--- config.mk ---
export PLATFORM = sky130hd
export DESIGN_NAME = jtframe_mr_ddrarb
export DESIGN_NICKNAME = d
export VERILOG_FILES = /design/src/rtl/jtframe_ddrarb_pkg.sv /design/src/rtl/jtframe_ddrarb_beatcnt.sv /design/src/rtl/jtframe_mr_ddrarb.sv
export SDC_FILE = /design/constraint.sdc
export NUM_CORES = 1
export LEC_CHECK = 0
export ABC_AREA = 1
export BUFFER_PORTS_ARGS = -buffer_cell sky130_fd_sc_hd__buf_2
export CORE_MARGIN = 1
export CORE_UTILIZATION = 40
export CTS_CLUSTER_SIZE = 12
export DETAILED_ROUTE_END_ITERATION = 10
export GPL_TIMING_DRIVEN = 0
export PLACE_DENSITY = 0.79
export SYNTH_ARGS = -nofsm -noshare
export SYNTH_HDL_FRONTEND = slang
export SYNTH_SLANG_ARGS = --single-unit
--- constraint.sdc ---
create_clock -name clk -period 2.3 [get_ports clk]
set_clock_uncertainty 0.2 [all_clocks]
set_input_delay 0 -clock clk [delete_from_list [all_inputs] [get_ports clk]]
set_output_delay 0 -clock clk [all_outputs]
set_load 0.05 [all_outputs]
--- src/rtl/jtframe_ddrarb_pkg.sv ---
// Shared types and constants for the MiSTer DDR burst arbiter.
// Latency: n/a (declarations only).
// Backpressure: n/a.
package jtframe_ddrarb_pkg;

    typedef enum logic [2:0] {
        IDLE,
        GRANT_LD,
        GRANT_ROT,
        RD_WAIT,
        WR_BURST
    } state_t;

    localparam logic OWN_LD  = 1'b0;
    localparam logic OWN_ROT = 1'b1;

    localparam int DEF_AW = 29;
    localparam int DEF_BW = 8;
    localparam int BE_W   = 8;

endpackage

--- src/rtl/jtframe_ddrarb_beatcnt.sv ---
// Burst beat counter shared by the read-return and write-burst paths.
// Latency: last is combinational from the registered count.
// Backpressure: advances only on en; load restarts with a fresh length.
module jtframe_ddrarb_beatcnt #(
    parameter int BW = 8
) (
    input  logic          clk,
    input  logic          rst_n,
    input  logic          load,
    input  logic [BW-1:0] load_len,
    input  logic          first_done,
    input  logic          en,
    output logic          last
);

    logic [BW-1:0] cnt;
    logic [BW-1:0] len;
    logic [BW-1:0] cnt_nxt;

    assign cnt_nxt = cnt + BW'(1);
    // last means the beat currently being counted completes the burst
    assign last    = (cnt_nxt == len);

    always_ff @(posedge clk) begin
        if (!rst_n) begin
            cnt <= '0;
            len <= '0;
        end else if (load) begin
            len <= (load_len == '0) ? BW'(1) : load_len;
            cnt <= first_done ? BW'(1) : '0;
        end else if (en) begin
            cnt <= cnt_nxt;
        end
    end

endmodule

--- src/rtl/jtframe_mr_ddrarb.sv ---
// Burst-aware DDR arbiter: ROM loader vs rotation frame buffer; JTFRAME_DDRARB_WDOG_EN adds a read-return watchdog.
// Latency: one cycle of registered arbitration, then owner signals pass straight through to DDR.
// Backpressure: owner sees ddr_busy as waitrequest; non-owner and idle requesters are held busy.
module jtframe_mr_ddrarb
    import jtframe_ddrarb_pkg::*;
#(
    parameter int AW          = DEF_AW,
    parameter int BW          = DEF_BW,
    parameter int WDOG_CYCLES = 4096
) (
    input  logic            clk,
    input  logic            rst_n,
    input  logic            downloading,
    input  logic [BW-1:0]   ld_burstcnt,
    input  logic [AW-1:0]   ld_addr,
    input  logic            ld_rd,
    output logic            ld_busy,
    output logic            ld_dout_ready,
    input  logic [BW-1:0]   rot_burstcnt,
    input  logic [AW-1:0]   rot_addr,
    input  logic            rot_rd,
    input  logic            rot_we,
    input  logic [BE_W-1:0] rot_be,
    output logic            rot_busy,
    output logic            rot_dout_ready,
    output logic            ddr_clk,
    input  logic            ddr_busy,
    input  logic            ddr_dout_ready,
    output logic [BW-1:0]   ddr_burstcnt,
    output logic [AW-1:0]   ddr_addr,
    output logic            ddr_rd,
    output logic            ddr_we,
    output logic [BE_W-1:0] ddr_be,
    output logic            wdog_err
);

    state_t state;
    logic   owner;
    logic   accept;
    logic   bc_load;
    logic   beat_en;
    logic   last_beat;

    assign ddr_clk = clk;
    assign accept  = (ddr_rd | ddr_we) & ~ddr_busy;
    assign bc_load = accept & ((state == GRANT_LD) | (state == GRANT_ROT));
    assign beat_en = ((state == RD_WAIT) & ddr_dout_ready) | ((state == WR_BURST) & accept);

    // Returned beats only reach the master that owns the outstanding read
    assign ld_dout_ready  = (state == RD_WAIT) & (owner == OWN_LD)  & ddr_dout_ready;
    assign rot_dout_ready = (state == RD_WAIT) & (owner == OWN_ROT) & ddr_dout_ready;

    jtframe_ddrarb_beatcnt #(.BW(BW)) u_beatcnt (
        .clk        (clk),
        .rst_n      (rst_n),
        .load       (bc_load),
        .load_len   (ddr_burstcnt),
        .first_done (ddr_we),
        .en         (beat_en),
        .last       (last_beat)
    );

    always_comb begin
        ddr_rd       = 1'b0;
        ddr_we       = 1'b0;
        ddr_addr     = '0;
        ddr_burstcnt = '0;
        ddr_be       = '0;
        ld_busy      = 1'b1;
        rot_busy     = 1'b1;
        case (state)
            GRANT_LD: begin
                ddr_rd       = ld_rd;
                ddr_addr     = ld_addr;
                ddr_burstcnt = ld_burstcnt;
                ddr_be       = {BE_W{1'b1}};
                ld_busy      = ddr_busy;
            end
            GRANT_ROT: begin
                ddr_rd       = rot_rd;
                ddr_we       = rot_we & ~rot_rd;
                ddr_addr     = rot_addr;
                ddr_burstcnt = rot_burstcnt;
                ddr_be       = rot_be;
                rot_busy     = ddr_busy;
            end
            WR_BURST: begin
                ddr_we       = rot_we;
                ddr_addr     = rot_addr;
                ddr_burstcnt = rot_burstcnt;
                ddr_be       = rot_be;
                rot_busy     = ddr_busy;
            end
            default: ;
        endcase
    end

`ifdef JTFRAME_DDRARB_WDOG_EN
    localparam int WW = (WDOG_CYCLES > 1) ? $clog2(WDOG_CYCLES) : 1;
    logic [WW-1:0] wdog_cnt;
    logic          wdog_q;
    assign wdog_err = wdog_q;
`else
    // No watchdog in this build: constant low, parameter kept for interface compatibility
    assign wdog_err = (WDOG_CYCLES < 0);
`endif

    always_ff @(posedge clk) begin
        if (!rst_n) begin
            state <= IDLE;
            owner <= OWN_LD;
`ifdef JTFRAME_DDRARB_WDOG_EN
            wdog_cnt <= '0;
            wdog_q   <= 1'b0;
`endif
        end else begin
`ifdef JTFRAME_DDRARB_WDOG_EN
            wdog_q <= 1'b0;
`endif
            case (state)
                IDLE: begin
                    if (downloading & ld_rd) begin
                        state <= GRANT_LD;
                        owner <= OWN_LD;
                    end else if (rot_rd | rot_we) begin
                        state <= GRANT_ROT;
                        owner <= OWN_ROT;
                    end else if (ld_rd) begin
                        state <= GRANT_LD;
                        owner <= OWN_LD;
                    end
                end
                GRANT_LD: begin
                    if (accept)
                        state <= RD_WAIT;
                    else if (!ld_rd)
                        state <= IDLE;
                end
                GRANT_ROT: begin
                    if (accept) begin
                        if (ddr_rd)
                            state <= RD_WAIT;
                        else if (rot_burstcnt <= BW'(1))
                            state <= IDLE;
                        else
                            state <= WR_BURST;
                    end else if (!(rot_rd | rot_we)) begin
                        state <= IDLE;
                    end
                end
                RD_WAIT: begin
                    if (ddr_dout_ready & last_beat)
                        state <= IDLE;
                end
                WR_BURST: begin
                    if (accept & last_beat)
                        state <= IDLE;
                end
                default: state <= IDLE;
            endcase
`ifdef JTFRAME_DDRARB_WDOG_EN
            // Silence is measured between returned beats, not from burst start
            if ((state != RD_WAIT) || ddr_dout_ready) begin
                wdog_cnt <= '0;
            end else if (wdog_cnt == WW'(WDOG_CYCLES - 1)) begin
                wdog_cnt <= '0;
                wdog_q   <= 1'b1;
                state    <= IDLE;
            end else begin
                wdog_cnt <= wdog_cnt + WW'(1);
            end
`endif
        end
    end

endmodule

Word-level counts from Yosys, hierarchy flattened
Index checks and enable logic that the tools add are counted.
- multiplexer cells: 26
- equal/unequal tests: 10
- bitwise operators: 19
- add/sub/neg operators: 1
- reduce and logical (&&, ||, !) cells: 7
- $lt $le $gt $ge: 1
- operators by type and width (cell ; number):
    29-bit one-hot mux with 2 select lines ; 1
    3-bit two-way mux ; 11
    8-bit one-hot mux with 2 select lines ; 2
    8-bit two-way mux ; 3
    3-bit one-hot mux with 5 select lines ; 1
    1-bit AND ; 12
    8-bit by 1-bit adder with 8-bit output (second input constant) ; 1
    8-bit equality test ; 1
    8-bit by 1-bit <= comparator with 1-bit output (second input constant) ; 1
    8-bit logical NOT ; 1
    3-bit by 2-bit equality test with 1-bit output (second input constant) ; 2
    1-bit two-way mux ; 6
    3-bit inequality test (second input constant) ; 2
    5-bit AND reduction ; 1
    2-bit by 1-bit inequality test with 1-bit output (second input constant) ; 2
    4-bit inequality test (second input constant) ; 1
    1-bit OR ; 4
    1-bit one-hot mux with 2 select lines ; 2
    3-bit by 1-bit equality test with 1-bit output (second input constant) ; 1
    3-bit equality test (second input constant) ; 1
    3-bit logical NOT ; 1
    1-bit inverter ; 3
    3-bit nonzero test ; 1
    2-bit AND reduction ; 1
    other kinds (2) ; 2
- output and inout bits: 53
- word-level logic and storage cells: 68
- flip-flop bits (word level): 20

Longest topological paths before layout
- depth after elaboration: 9
- depth in mapped cells: 15

By module
From an unflattened synthesis, not the netlist that was laid out.
- cells, all modules: 282
- area total of the unflattened synthesis: 1806.7 sq um
- modules (own cells, without submodules) (module ; area each (sq um) ; cells each ; times used ; seq. area each (sq um)):
    jtframe_mr_ddrarb ; 923.4 ; 141 ; 1 ; 80.1
    jtframe_ddrarb_beatcnt ; 883.3 ; 141 ; 1 ; 320.3

==> impl_summary.log <==
INFO  metric syn_to_final_growth = 68.46%
INFO  metric worstSetupEndpointType = register
INFO  metric netlist-cell-type-count = 38
INFO  metric chipHeight = 69.83 um
INFO  metric maxClockFrequency = 441.6 MHz
INFO  metric tritoncts = yes
INFO  metric crit_reg_reg_endpoint = u_beatcnt.len[0]$_SDFFE_PN0N_
INFO  metric finalNonFillerCells = 522
INFO  metric power_leakage = 1.650 nW
INFO  metric rr_startpoint = state[1]$_SDFFE_PN0P_
INFO  metric avgSynthCellArea = 6.325 sq um
INFO  metric drive_gt1_share = 41.49%
INFO  metric most_common_cell_in_the_synthesized_netlist = sky130_fd_sc_hd__nand2_1
INFO  metric critPathRequiredTime = 2.35 ns
INFO  metric floorplan.rows = 24
INFO  metric die_w = 69.83 um
INFO  metric synth-main-ff-cell = sky130_fd_sc_hd__dfxtp_1
INFO  metric sequentialPowerShare = 12.7%
INFO  metric n_antenna_cell = 0
INFO  metric ant_nets = 0
INFO  metric clockPowerShare = 11.5%
INFO  metric initial_core_utilization = 41.98%
INFO  metric power_density = 1336 nW/um^2
INFO  metric grt_util_all_layers = 35.10%
INFO  metric worst_setup_hold_path_clk_slew = 0.07 ns
INFO  metric comb_power_share = 75.8%
INFO  metric reg2reg_slack = 0.04 ns
INFO  metric avgRoutedWirePerCell = 16.65 um
INFO  metric combined_area_of_all_synthesized_cells = 1841 sq um
INFO  metric num_vias = 2910
INFO  metric worst_path_max_delay_cell = sky130_fd_sc_hd__dlygate4sd3_1
INFO  metric ios = 143
INFO  metric max_cap_viol_count = 0
INFO  metric peakVddDrop = 1.046 mV
INFO  metric fp.coreArea = 4384 sq um
INFO  metric via_count_of_the_first_global_routing_pass = 2724
INFO  metric holdPathStages = 7
INFO  metric synth_fp_nets = 382
INFO  metric total_of_flip_flops_plus_latches_after_synthesis = 20
INFO  metric criticalPathCategory = reg2reg
INFO  metric path_buf_inv = 3
INFO  metric crit_chain = inv_1 -> nand2_4 -> nor2_4 -> nor2_4 -> inv_2 -> nand2_1 -> nand2_1 -> nor2_1 -> dlygate4sd3_1 -> nand4_1 -> a21oi_1
INFO  metric finalWorstPathRequiredPeriod = 2.264 ns
INFO  metric synth_enable_flop_cells = 0
INFO  metric ff2ff_path_depth = 11
INFO  metric final-hold-violation-count = 0
INFO  metric final_net_count = 563
INFO  metric synth.cells.most_frequent = sky130_fd_sc_hd__nand2_1 (78), sky130_fd_sc_hd__a22o_1 (33), sky130_fd_sc_hd__inv_1 (25), sky130_fd_sc_hd__nand3_1 (22), sky130_fd_sc_hd__nor2_1 (22)
INFO  metric whs = 0.04399 ns
INFO  metric vias_per_cell = 5.575
INFO  metric p_switching = 0.002498 W
INFO  metric power = 0.004142 W
INFO  metric synth.largest_area_cell = sky130_fd_sc_hd__dfxtp_1
INFO  metric longest_individual_stage_delay_on_the_worst_path = 0.55 ns
INFO  metric number_of_iterations_in_the_first_detailed_routing_pass = 7
INFO  metric hp-class = in2reg
INFO  metric grt_max_degree = 11
INFO  metric part_of_the_yosys_area_used_for_sequential_elements = 21.75%
INFO  metric yosys.area.top_type_share = 21.75%
INFO  metric drc_errors = 0
INFO  metric worst_skew_pair.late_latency = 0.37 ns
INFO  metric worst_path_dominant_cell_family = buffers and inverters
INFO  metric global_route_wire_length_before_repair = 13.23 mm
INFO  metric internal_power = 0.001644 W
INFO  metric design.die.area = 4876 sq um
INFO  metric synthArstFlopShare = 0%
INFO  metric synthTopCellsByArea = sky130_fd_sc_hd__dfxtp_1 (22%), sky130_fd_sc_hd__nand2_1 (16%), sky130_fd_sc_hd__a22o_1 (16%), sky130_fd_sc_hd__nand3_1 (6.0%), sky130_fd_sc_hd__a21oi_1 (5.2%)
INFO  metric place.port_buffers = 141
INFO  metric worst-endpoint-arrival = 2.31 ns
INFO  metric postSynthCellCount = 291
INFO  metric detailed_place_hpwl = 6.398 mm
INFO  metric run_status = complete, no violations
INFO  metric utilization_of_the_core_after_routing = 70.72%
INFO  metric final-setup-viol-count = 0
INFO  metric holdCritStartpoint = rot_we
INFO  metric switching_share = 60.30%
INFO  metric ys_warn_count = 0
INFO  metric global_route.overflow_total = 0
INFO  metric dpl.cell_count = 484
INFO  metric timing.setup.tns = 0 ns
INFO  metric hold_path_end = state[2]$_SDFFE_PN0P_
INFO  metric final-max-slew-violation-count = 0
INFO  metric number_of_antenna_violations_at_the_first_check_in_global_routing = 0
INFO  metric worst_setup_path_start_kind = register
INFO  metric finalWeightedCongestion = 0.9632
INFO  metric number_of_drc_markers_after_the_initial_detailed_route_iteration = 280
INFO  metric min_period_over_period = 98.46%
INFO  metric worstPathMaxFanout = 5
INFO  metric route.final.wire_length = 8.693 mm
timing repair:
action | CTS | global route
cloned | 0 | 1
endpoints found under the setup margin | 36 | 33
gates resized for setup | 26 | 14
hold buffers | 25 | 0
hold endpoints to repair | 16 | 0
pin swaps | 1 | 2
buffers inserted | 1 | 5
worst reg2reg max path, delay by kind of cell, from the launching register on:
family                 cells  cell delay [ns]
AO/OA/AOI/OAI              1             0.07
AND/OR/NAND/NOR            7             0.70
flip-flops                 1             0.36
buffers and inverters      3             0.81
flip-flops by register name (all words and copies together), names as in the netlist:
| signal | flops |
|---|---|
| u_beatcnt.len | 8 |
| u_beatcnt.cnt | 8 |
| owner | 1 |
| state | 3 |
per-layer routing:
layer | up-vias | part of all wire (%) | track usage (%)
met5 | - | 0 | 0
li1 | 1352 | - | -
met4 | 0 | 2.7 | 13.11
met1 | 1347 | 39 | 40.68
met3 | 29 | 11 | 13.23
met2 | 182 | 48 | 58.44
power groups by stage:
stage / Clock [W] / Combinational, W / Sequential [W]
detailed placement: 0.000106 / 0.00281 / 0.000521
global route: 0.000505 / 0.00331 / 0.000540
finish: 0.000476 / 0.00314 / 0.000527
floorplan: 0.0000937 / 0.00218 / 0.000503
global placement: 0.000106 / 0.00279 / 0.000520
CTS: 0.000485 / 0.00301 / 0.000515
worst max path at each step:
stage | start | endpoint | slack, ns | cells after the start
floorplan | state[2]$_SDFFE_PN0P_ | u_beatcnt.len[0]$_SDFFE_PN0N_ | 0.16 | 9
global placement | state[2]$_SDFFE_PN0P_ | ddr_addr[26] | 0.16 | 5
detailed placement | state[2]$_SDFFE_PN0P_ | ddr_addr[26] | 0.15 | 5
CTS | state[1]$_SDFFE_PN0P_ | ddr_addr[20] | 0.03 | 9
global route | state[1]$_SDFFE_PN0P_ | u_beatcnt.len[0]$_SDFFE_PN0N_ | -0.03 | 11
finish | state[1]$_SDFFE_PN0P_ | u_beatcnt.len[0]$_SDFFE_PN0N_ | 0.04 | 11
logic make-up after synthesis:
family                   after synthesis  synth area share, %
AND/OR/NAND/NOR                      143                35.49
AO/OA/AOI/OAI                         80                30.52
buffers and inverters                 44                10.40
flip-flops                            20                21.75
XOR/XNOR                               2               0.9519
adder cells (fa/ha/maj)                1               0.6797
other                                  1               0.2037
cell type report:
| class | count | area, sq um |
|---|---|---|
| inverters | 30 | 112.6 |
| fillers | 373 | 1284 |
| repair inverters | 1 | 5.005 |
| well taps | 52 | 65.06 |
| repair buffers | 171 | 1046 |
| clock buffers | 7 | 87.58 |
| multi-input cells | 227 | 1279 |
| plain buffers | 14 | 96.34 |
| flip-flops and latches | 20 | 409.1 |
placed cells by master (no fill, tap or decap), types with 2 or more instances in the layout:
| master | Yosys | final |
|---|---|---|
| sky130_fd_sc_hd__buf_2 | 5 | 125 |
| sky130_fd_sc_hd__nand2_1 | 78 | 78 |
| sky130_fd_sc_hd__a22o_1 | 33 | 33 |
| sky130_fd_sc_hd__buf_4 | 3 | 30 |
| sky130_fd_sc_hd__inv_1 | 25 | 25 |
| sky130_fd_sc_hd__dlygate4sd3_1 | 0 | 25 |
| sky130_fd_sc_hd__nand3_1 | 22 | 21 |
| sky130_fd_sc_hd__nor2_1 | 22 | 20 |
| sky130_fd_sc_hd__a21oi_1 | 19 | 19 |
| sky130_fd_sc_hd__o21ai_0 | 17 | 17 |
| sky130_fd_sc_hd__dfxtp_1 | 20 | 17 |
| sky130_fd_sc_hd__nor2_4 | 4 | 6 |
| sky130_fd_sc_hd__clkbuf_8 | 0 | 6 |
| sky130_fd_sc_hd__inv_2 | 5 | 5 |
| sky130_fd_sc_hd__nor3_1 | 4 | 4 |
| sky130_fd_sc_hd__nand2_2 | 3 | 3 |
| sky130_fd_sc_hd__o21ai_2 | 3 | 3 |
| sky130_fd_sc_hd__o21ai_1 | 3 | 3 |
| sky130_fd_sc_hd__buf_6 | 1 | 2 |
| sky130_fd_sc_hd__clkbuf_4 | 0 | 2 |
| sky130_fd_sc_hd__nand4_1 | 2 | 2 |
| sky130_fd_sc_hd__dfxtp_4 | 0 | 2 |
per-stage QoR:
step	area (sq um)	setup slack [ns]
floorplan	1841	0.1641
global placement	2611	0.1612
detailed placement	2611	0.1479
CTS	3012	0.02920
global route	3100	-0.03417
finish	3100	0.03553
(Power assumes the default switching activity.)
